**src/rtl/bcd_pkg.sv**
```systemverilog
// Shared definitions for the binary-to-BCD converter: FSM state encoding,
// default sizes and the iteration-counter width helper.
package bcd_pkg;

  typedef enum logic [1:0] {
    IDLE   = 2'd0,
    ADJUST = 2'd1,
    SHIFT  = 2'd2,
    DONE   = 2'd3
  } state_t;

  localparam int DEF_WIDTH  = 32;
  localparam int DEF_DIGITS = 10;

  // Counter must index 0..w-1; keep at least one bit for degenerate widths.
  function automatic int cnt_width(input int w);
    return (w > 1) ? $clog2(w) : 1;
  endfunction

endpackage

```
**src/rtl/bcd_add3.sv**
```systemverilog
// Combinational double-dabble digit adjust: digits of 5 or more get +3 so
// the following left shift carries correctly into the next decimal digit.
module bcd_add3 (
  input  logic [3:0] digit,
  output logic [3:0] adjusted
);

  assign adjusted = (digit >= 4'd5) ? digit + 4'd3 : digit;

endmodule

```
**src/rtl/bin_to_bcd.sv**
```systemverilog
// Sequential shift-and-add-3 binary-to-BCD converter, one bit per ADJUST/SHIFT pair.
// Optional leading-zero blanking of digit_en when LEADING_ZERO_BLANK_EN is defined.
module bin_to_bcd
  import bcd_pkg::*;
#(
  parameter int WIDTH  = DEF_WIDTH,
  parameter int DIGITS = DEF_DIGITS
) (
  input  logic                  clk,
  input  logic                  rst,
  input  logic                  start,
  input  logic [WIDTH-1:0]      bin,
  output logic [4*DIGITS-1:0]   bcd,
  output logic [DIGITS-1:0]     digit_en,
  output logic                  busy,
  output logic                  done
);

  localparam int CW = cnt_width(WIDTH);
  localparam int BW = 4 * DIGITS;

  state_t           state;
  logic [BW-1:0]    acc;
  logic [BW-1:0]    acc_adj;
  logic [BW-1:0]    acc_shift;
  logic [WIDTH-1:0] bin_sr;
  logic [CW-1:0]    cnt;

  generate
    for (genvar gi = 0; gi < DIGITS; gi++) begin : g_adj
      bcd_add3 u_add3 (
        .digit    (acc[4*gi +: 4]),
        .adjusted (acc_adj[4*gi +: 4])
      );
    end
  endgenerate

  assign acc_shift = {acc[BW-2:0], bin_sr[WIDTH-1]};

`ifdef LEADING_ZERO_BLANK_EN
  logic [DIGITS-1:0] en_next;
  logic              seen;

  // Scan from the most significant digit down; once a nonzero digit is
  // seen, every lower digit is lit. Units digit is always lit.
  always_comb begin
    en_next = '0;
    seen    = 1'b0;
    for (int i = DIGITS - 1; i >= 0; i--) begin
      seen       = seen | (|acc_shift[4*i +: 4]);
      en_next[i] = seen;
    end
    en_next[0] = 1'b1;
  end
`else
  assign digit_en = '1;
`endif

  always_ff @(posedge clk or negedge rst) begin
    if (!rst) begin
      state  <= IDLE;
      acc    <= '0;
      bin_sr <= '0;
      cnt    <= '0;
      bcd    <= '0;
      busy   <= 1'b0;
      done   <= 1'b0;
`ifdef LEADING_ZERO_BLANK_EN
      digit_en <= '1;
`endif
    end else begin
      done <= 1'b0;
      case (state)
        IDLE: begin
          if (start) begin
            bin_sr <= bin;
            acc    <= '0;
            cnt    <= '0;
            busy   <= 1'b1;
            state  <= ADJUST;
          end
        end
        ADJUST: begin
          acc   <= acc_adj;
          state <= SHIFT;
        end
        SHIFT: begin
          acc    <= acc_shift;
          bin_sr <= {bin_sr[WIDTH-2:0], 1'b0};
          cnt    <= cnt + CW'(1);
          if (cnt == CW'(WIDTH - 1)) begin
            bcd   <= acc_shift;
`ifdef LEADING_ZERO_BLANK_EN
            digit_en <= en_next;
`endif
            done  <= 1'b1;
            state <= DONE;
          end else begin
            state <= ADJUST;
          end
        end
        DONE: begin
          busy  <= 1'b0;
          state <= IDLE;
        end
        default: state <= IDLE;
      endcase
    end
  end

endmodule

```
**config.mk**
```make
export PLATFORM = sky130hd
export DESIGN_NAME = bin_to_bcd
export DESIGN_NICKNAME = d
export VERILOG_FILES = /design/src/rtl/bcd_pkg.sv /design/src/rtl/bcd_add3.sv /design/src/rtl/bin_to_bcd.sv
export SDC_FILE = /design/constraint.sdc
export NUM_CORES = 1
export LEC_CHECK = 0
export ABC_AREA = 1
export BUFFER_PORTS_ARGS = -buffer_cell sky130_fd_sc_hd__buf_2
export CAP_MARGIN = 20
export CORE_UTILIZATION = 55
export CTS_BUF_LIST = sky130_fd_sc_hd__clkbuf_16
export DETAILED_ROUTE_END_ITERATION = 7
export PLACE_DENSITY = 0.77
export SYNTH_ARGS = -nofsm -noshare
export SYNTH_HDL_FRONTEND = slang
export SYNTH_SLANG_ARGS = --single-unit
```
**constraint.sdc**
```tcl
create_clock -name clk -period 1.95 [get_ports clk]
set_input_delay 0.195 -clock clk [delete_from_list [all_inputs] [get_ports clk]]
set_output_delay 0.195 -clock clk [all_outputs]
set_load 0.02 [all_outputs]
```
Word level (Yosys, flattened, before mapping)
Index checks and enable logic that the tools add are counted.
{"block": "classes", "n_addsub": 11, "magnitude_cmp": 10, "eq_ne": 15, "n_mux": 23, "reduce_logical": 17}
{"op": "40-bit case mux with 3 select lines", "count": 1}
{"op": "32-bit case mux with 2 select lines", "count": 1}
{"op": "4-bit by 2-bit adder with 4-bit output (second input constant)", "count": 10}
{"op": "4-bit by 3-bit >= comparator with 1-bit output (second input constant)", "count": 10}
{"op": "4-bit 2-to-1 mux", "count": 10}
{"op": "40-bit 2-to-1 mux", "count": 1}
{"op": "32-bit 2-to-1 mux", "count": 1}
{"op": "3-bit AND reduction", "count": 10}
{"op": "2-bit by 1-bit inequality test with 1-bit output (second input constant)", "count": 10}
{"op": "5-bit case mux with 2 select lines", "count": 1}
{"op": "2-bit case mux with 4 select lines", "count": 1}
{"op": "2-bit AND reduction", "count": 3}
{"op": "5-bit by 1-bit adder with 5-bit output (second input constant)", "count": 1}
{"op": "5-bit == test (second input constant)", "count": 1}
{"op": "5-bit 2-to-1 mux", "count": 1}
{"op": "2-bit == test (second input constant)", "count": 2}
{"op": "2-bit 2-to-1 mux", "count": 2}
{"op": "2-bit nonzero test", "count": 2}
{"op": "1-bit 2-to-1 mux", "count": 3}
{"op": "3-bit nonzero test", "count": 1}
{"op": "2-bit by 1-bit == test with 1-bit output (second input constant)", "count": 1}
{"op": "2-bit logical NOT", "count": 1}
{"op": "2-bit inequality test (second input constant)", "count": 1}
{"op": "1-bit case mux with 2 select lines", "count": 1}
{"block": "word_totals", "regBits": 121, "elab_cells": 92}

Depth between registers and ports, before layout
{"block": "depth", "depth_word": 3, "ltp_mapped": 10, "ltp_nobuf": 9}

Cells and area by module
Synthesis repeated with hierarchy kept, for this count alone.
{"block": "hier_totals", "hier_cells": 892, "hier_area_um2": 6862.8}
{"module": "bin_to_bcd", "instances": 1, "cells_each": 662, "area_each_um2": 5511.5}
{"module": "bcd_add3", "instances": 10, "cells_each": 23, "area_each_um2": 135.1}

Worst setup path before layout
Ideal clock, no wire load.
{"block": "synth_timing", "kind": "register -> register", "start": "register state[1]", "end": "register acc[12]", "t_arrival_ns": 1.381, "slack_ns": 0.453, "stages_incl_launch_ff": 9, "n_path_buf": 2, "cell_sequence": "dfrtp_1 inv_1 ha_1 inv_1 buf_2 clkbuf_1 o22ai_1 nand2_1 nand2_1"}
{"block": "synth_via", "elab_chain_cells": 3, "word_cells_on_any_way": 8}
{"item": "start: declaration", "line_no": "bin_to_bcd.sv:22", "text": "state_t state;"}
{"item": "start signal: assignment", "line_no": "bin_to_bcd.sv:61", "text": "state <= IDLE;"}
{"item": "start signal: assignment", "line_no": "bin_to_bcd.sv:80", "text": "state <= ADJUST;"}
{"item": "start signal: assignment", "line_no": "bin_to_bcd.sv:85", "text": "state <= SHIFT;"}
{"item": "2-bit by 1-bit == test with 1-bit output, or another cell as far along", "line_no": "bin_to_bcd.sv:73", "text": "case (state)"}
{"item": "2-bit by 1-bit inequality test with 1-bit output (no source line), or another cell as far along"}
{"item": "3-bit AND reduction (no source line)"}
{"item": "end signal: assignment", "line_no": "bin_to_bcd.sv:84", "text": "acc <= acc_adj;"}
{"item": "end signal: assignment", "line_no": "bin_to_bcd.sv:88", "text": "acc <= acc_shift;"}
{"item": "end: declaration", "line_no": "bin_to_bcd.sv:23", "text": "logic [BW-1:0] acc;"}
Several ways; a longest one is shown, not always the timed one.
A chain may end at the register's enable or synchronous reset.

Worst setup path in the final report
{"block": "layout_timing", "start": "register state[0]", "end": "register bin_sr[7]"}
{"block": "layout_via", "elab_chain_cells": 3, "word_cells_on_any_way": 6}
{"item": "2-bit == test / 2-bit logical NOT (equally long branches)", "line_no": "bin_to_bcd.sv:73"}
{"item": "2-bit nonzero test (no source line) / 2-bit inequality test (equally long branches)"}
{"item": "2-bit AND reduction (no source line)"}
{"item": "end signal: assignment", "line_no": "bin_to_bcd.sv:76", "text": "bin_sr <= bin;"}
{"item": "end signal: assignment", "line_no": "bin_to_bcd.sv:89", "text": "bin_sr <= {bin_sr[WIDTH-2:0], 1'b0};"}
{"item": "end: declaration", "line_no": "bin_to_bcd.sv:26", "text": "logic [WIDTH-1:0] bin_sr;"}
Several ways; a longest one is shown, not always the timed one.

==> out/results.ini <==
[placed_design]
dpl_cell_area_um2 = 6680
hpwl_mm = 9.34
place_inst = 992
routabilityCongestion = 0.847
port_buffers = 76

[final_layout]
antenna_cells = 0
nets = 934
syn_to_final_growth_pct = 17.6
drive_above_1_share = 0.150
fillers = 930
final_cells = 1025
final_area_um2 = 7250

[global_route]
grt_first_pass_wirelength_mm = 23.7
gr-total-overflow = 0
grt_max_degree = 63
grt_pass1_vias = 5227
antenna_found_initial = 0
grtUsageTotal = 0.265

[power]
pwr-share-seq = 0.331
swShare = 0.422
finalPower_uw = 11600
p_int_uw = 6710
p_leak_uw = 0.00391
power-per-cell-area_nw_per_um2 = 1600
peakVddDrop_v = 0.000917
combPwrFrac = 0.420
pwr-share-clk = 0.249
p_sw_uw = 4900

[timing]
min_period_over_period = 0.928
hold_ws_ns = 0.0250
finalHoldViolations = 0
maxSlewViolCount = 0
finalCriticalPeriod_ns = 1.81
max_freq_ghz = 0.553
setup_viol = 0
setup_tns_ns = 0
worst_pin_slew_ns = 0.561
skew_ns = 0.0132
slew_headroom = 0.624
rsz0062_at_grt = false

[logic_synthesis]
syn-cell-area_um2 = 6160
synth.area.top_cells = dfrtp_1, nand2_1, ha_1
synth_seq_cells = 121
synthCells = 802
synth_edf_count = 0
synth-main-ff-cell = dfrtp_1
yosysTopAreaCell = dfrtp_1
synth.most_common_cell = nand2_1
ys_types = 18
ys_seq_area_frac = 0.491
synth_common_cells = nand2_1, dfrtp_1, nor2_1
yosys.area.top_type_share = 0.491
synthArstFlopShare = 1.00
syn_area_per_cell_um2 = 7.69
yosysWarnings = 0

[floorplan]
io_pins = 87
die_area_um2 = 11600
start_util = 0.566
die_h_um = 108
die_x_um = 108
rows = 38
core-area_um2 = 10900

[detailed_routing]
drt_wl_total_mm = 13.9
postRouteAntennaNets = 0
drc_errors = 0
drt_iter0_markers = 279
firstDrtPassIters = 5
num_vias = 5466
via_per_inst = 5.33
wl_per_cell_um = 13.6

[clock_network]
ctsLongestPathBuffers = 2
clock-sinks = 121
ctsRootBufferMaster = clkbuf_16
cts_buffers = 17
clock_latency_ns = 0.42
cts_htree_levels = 4
clk_pin_slew_ns = 0.05
cts_setup_buffers = 0
cts_tree = yes

[critical_path]
cp-start-kind = flip-flop
cp.arrival_ns = 2.16
critPathMaxFanout = 19
crit_required_ns = 2.30
path_class = reg -> reg
end_kind = flip-flop

[outcome]
outcome = finished, final reports clean

[worst_hold_path]
hold_class = in -> reg

[job]
maxCapViolCount = 0

## path summary, 6_finish.rpt
kind                                            from                      to  slack [ns]  depth (start not counted)
worst max-delay path            state[0]$_DFFE_PN0P_   bin_sr[7]$_DFFE_PN0P_        0.14                          7
worst min-delay path                         bin[22]  bin_sr[22]$_DFFE_PN0P_        0.03                          3
worst max register to register  state[0]$_DFFE_PN0P_   bin_sr[7]$_DFFE_PN0P_        0.14                          7
worst min register to register   bcd[15]$_DFFE_PN0P_     bcd[15]$_DFFE_PN0P_        0.47                          2
max in group asynchronous                        rst     bcd[11]$_DFFE_PN0P_        1.04                          3
min in group asynchronous                        rst     bcd[32]$_DFFE_PN0P_        0.31                          2
## flip-flops by register name (all words and copies together), names as in the netlist
| name | count |
|---|---|
| cnt | 5 |
| acc | 40 |
| done | 1 |
| bcd | 40 |
| busy | 1 |
| state | 2 |
| bin_sr | 32 |
## final cells by class
class	count	area, um^2	share of cell area
multi-input combinational	583	2720	0.375
clock inverter	15	120	0.0166
inverter	55	208	0.0287
clock buffer	17	425	0.0587
sequential	121	3030	0.418
tap	140	175	0.0242
timing repair buffer	94	574	0.0792
## through the flow
step	setup WS, ns	util
6_report	0.141	0.666
3_5_place_dp	0.130	0.614
5_1_grt	0.00993	0.666
3_3_place_gp	0.236	0.614
4_1_cts	0.113	0.665
2_1_floorplan	0.453	-
## layout by cell type, fill, tap and decap left out, drive strengths merged, types with 8 or more instances in the layout
cell type,synthesis,routed
a31oi,32,32
buf,28,93
clkbuf,24,17
clkinv,1,8
conb,1,10
dfrtp,121,121
ha,27,27
inv,54,58
nand2,343,343
nand3,34,34
nor2,66,66
o21ai,37,37
o22ai,30,30
## kinds of logic after synthesis
group                    share of synthesized area
AND/OR/NAND/NOR                              0.280
flip-flops                                   0.491
buffers and inverters                       0.0767
AO/OA/AOI/OAI                               0.0962
adder cells (fa/ha/maj)                     0.0548
other                                     0.000608
## worst max-delay path, stage by stage, from the launching register on
cell	delay, ns
dfrtp_1	0.41
inv_1	0.15
ha_2	0.22
inv_2	0.06
o21ai_4	0.45
buf_4	0.26
nor2_1	0.05
a31oi_1	0.13
## timing repair
action,CTS,global route
endpoints found under the hold margin,35,0
gates resized for setup,0,2
hold buffers,1,0
endpoints found under the setup margin,0,4
## power by group through the flow
stage | Sequential, uW | Clock, uW | Combinational (uW)
after floorplan | 3590 | 0 | 3770
after global placement | 3820 | 0 | 4520
after detailed placement | 3860 | 0 | 4780
after CTS | 3840 | 2940 | 4840
after global routing | 3960 | 3040 | 5550
final | 3850 | 2890 | 4880
## routing by layer
layer | routed length [um] | vias to the layer above | GRT usage
met3 | 731 | 29 | 0.0648
met4 | 346 | 0 | 0.134
li1 | - | 2691 | -
met5 | 0 | - | 0
met1 | 6120 | 2590 | 0.330
met2 | 6730 | 156 | 0.429
Power figures use the tool's default switching activity.
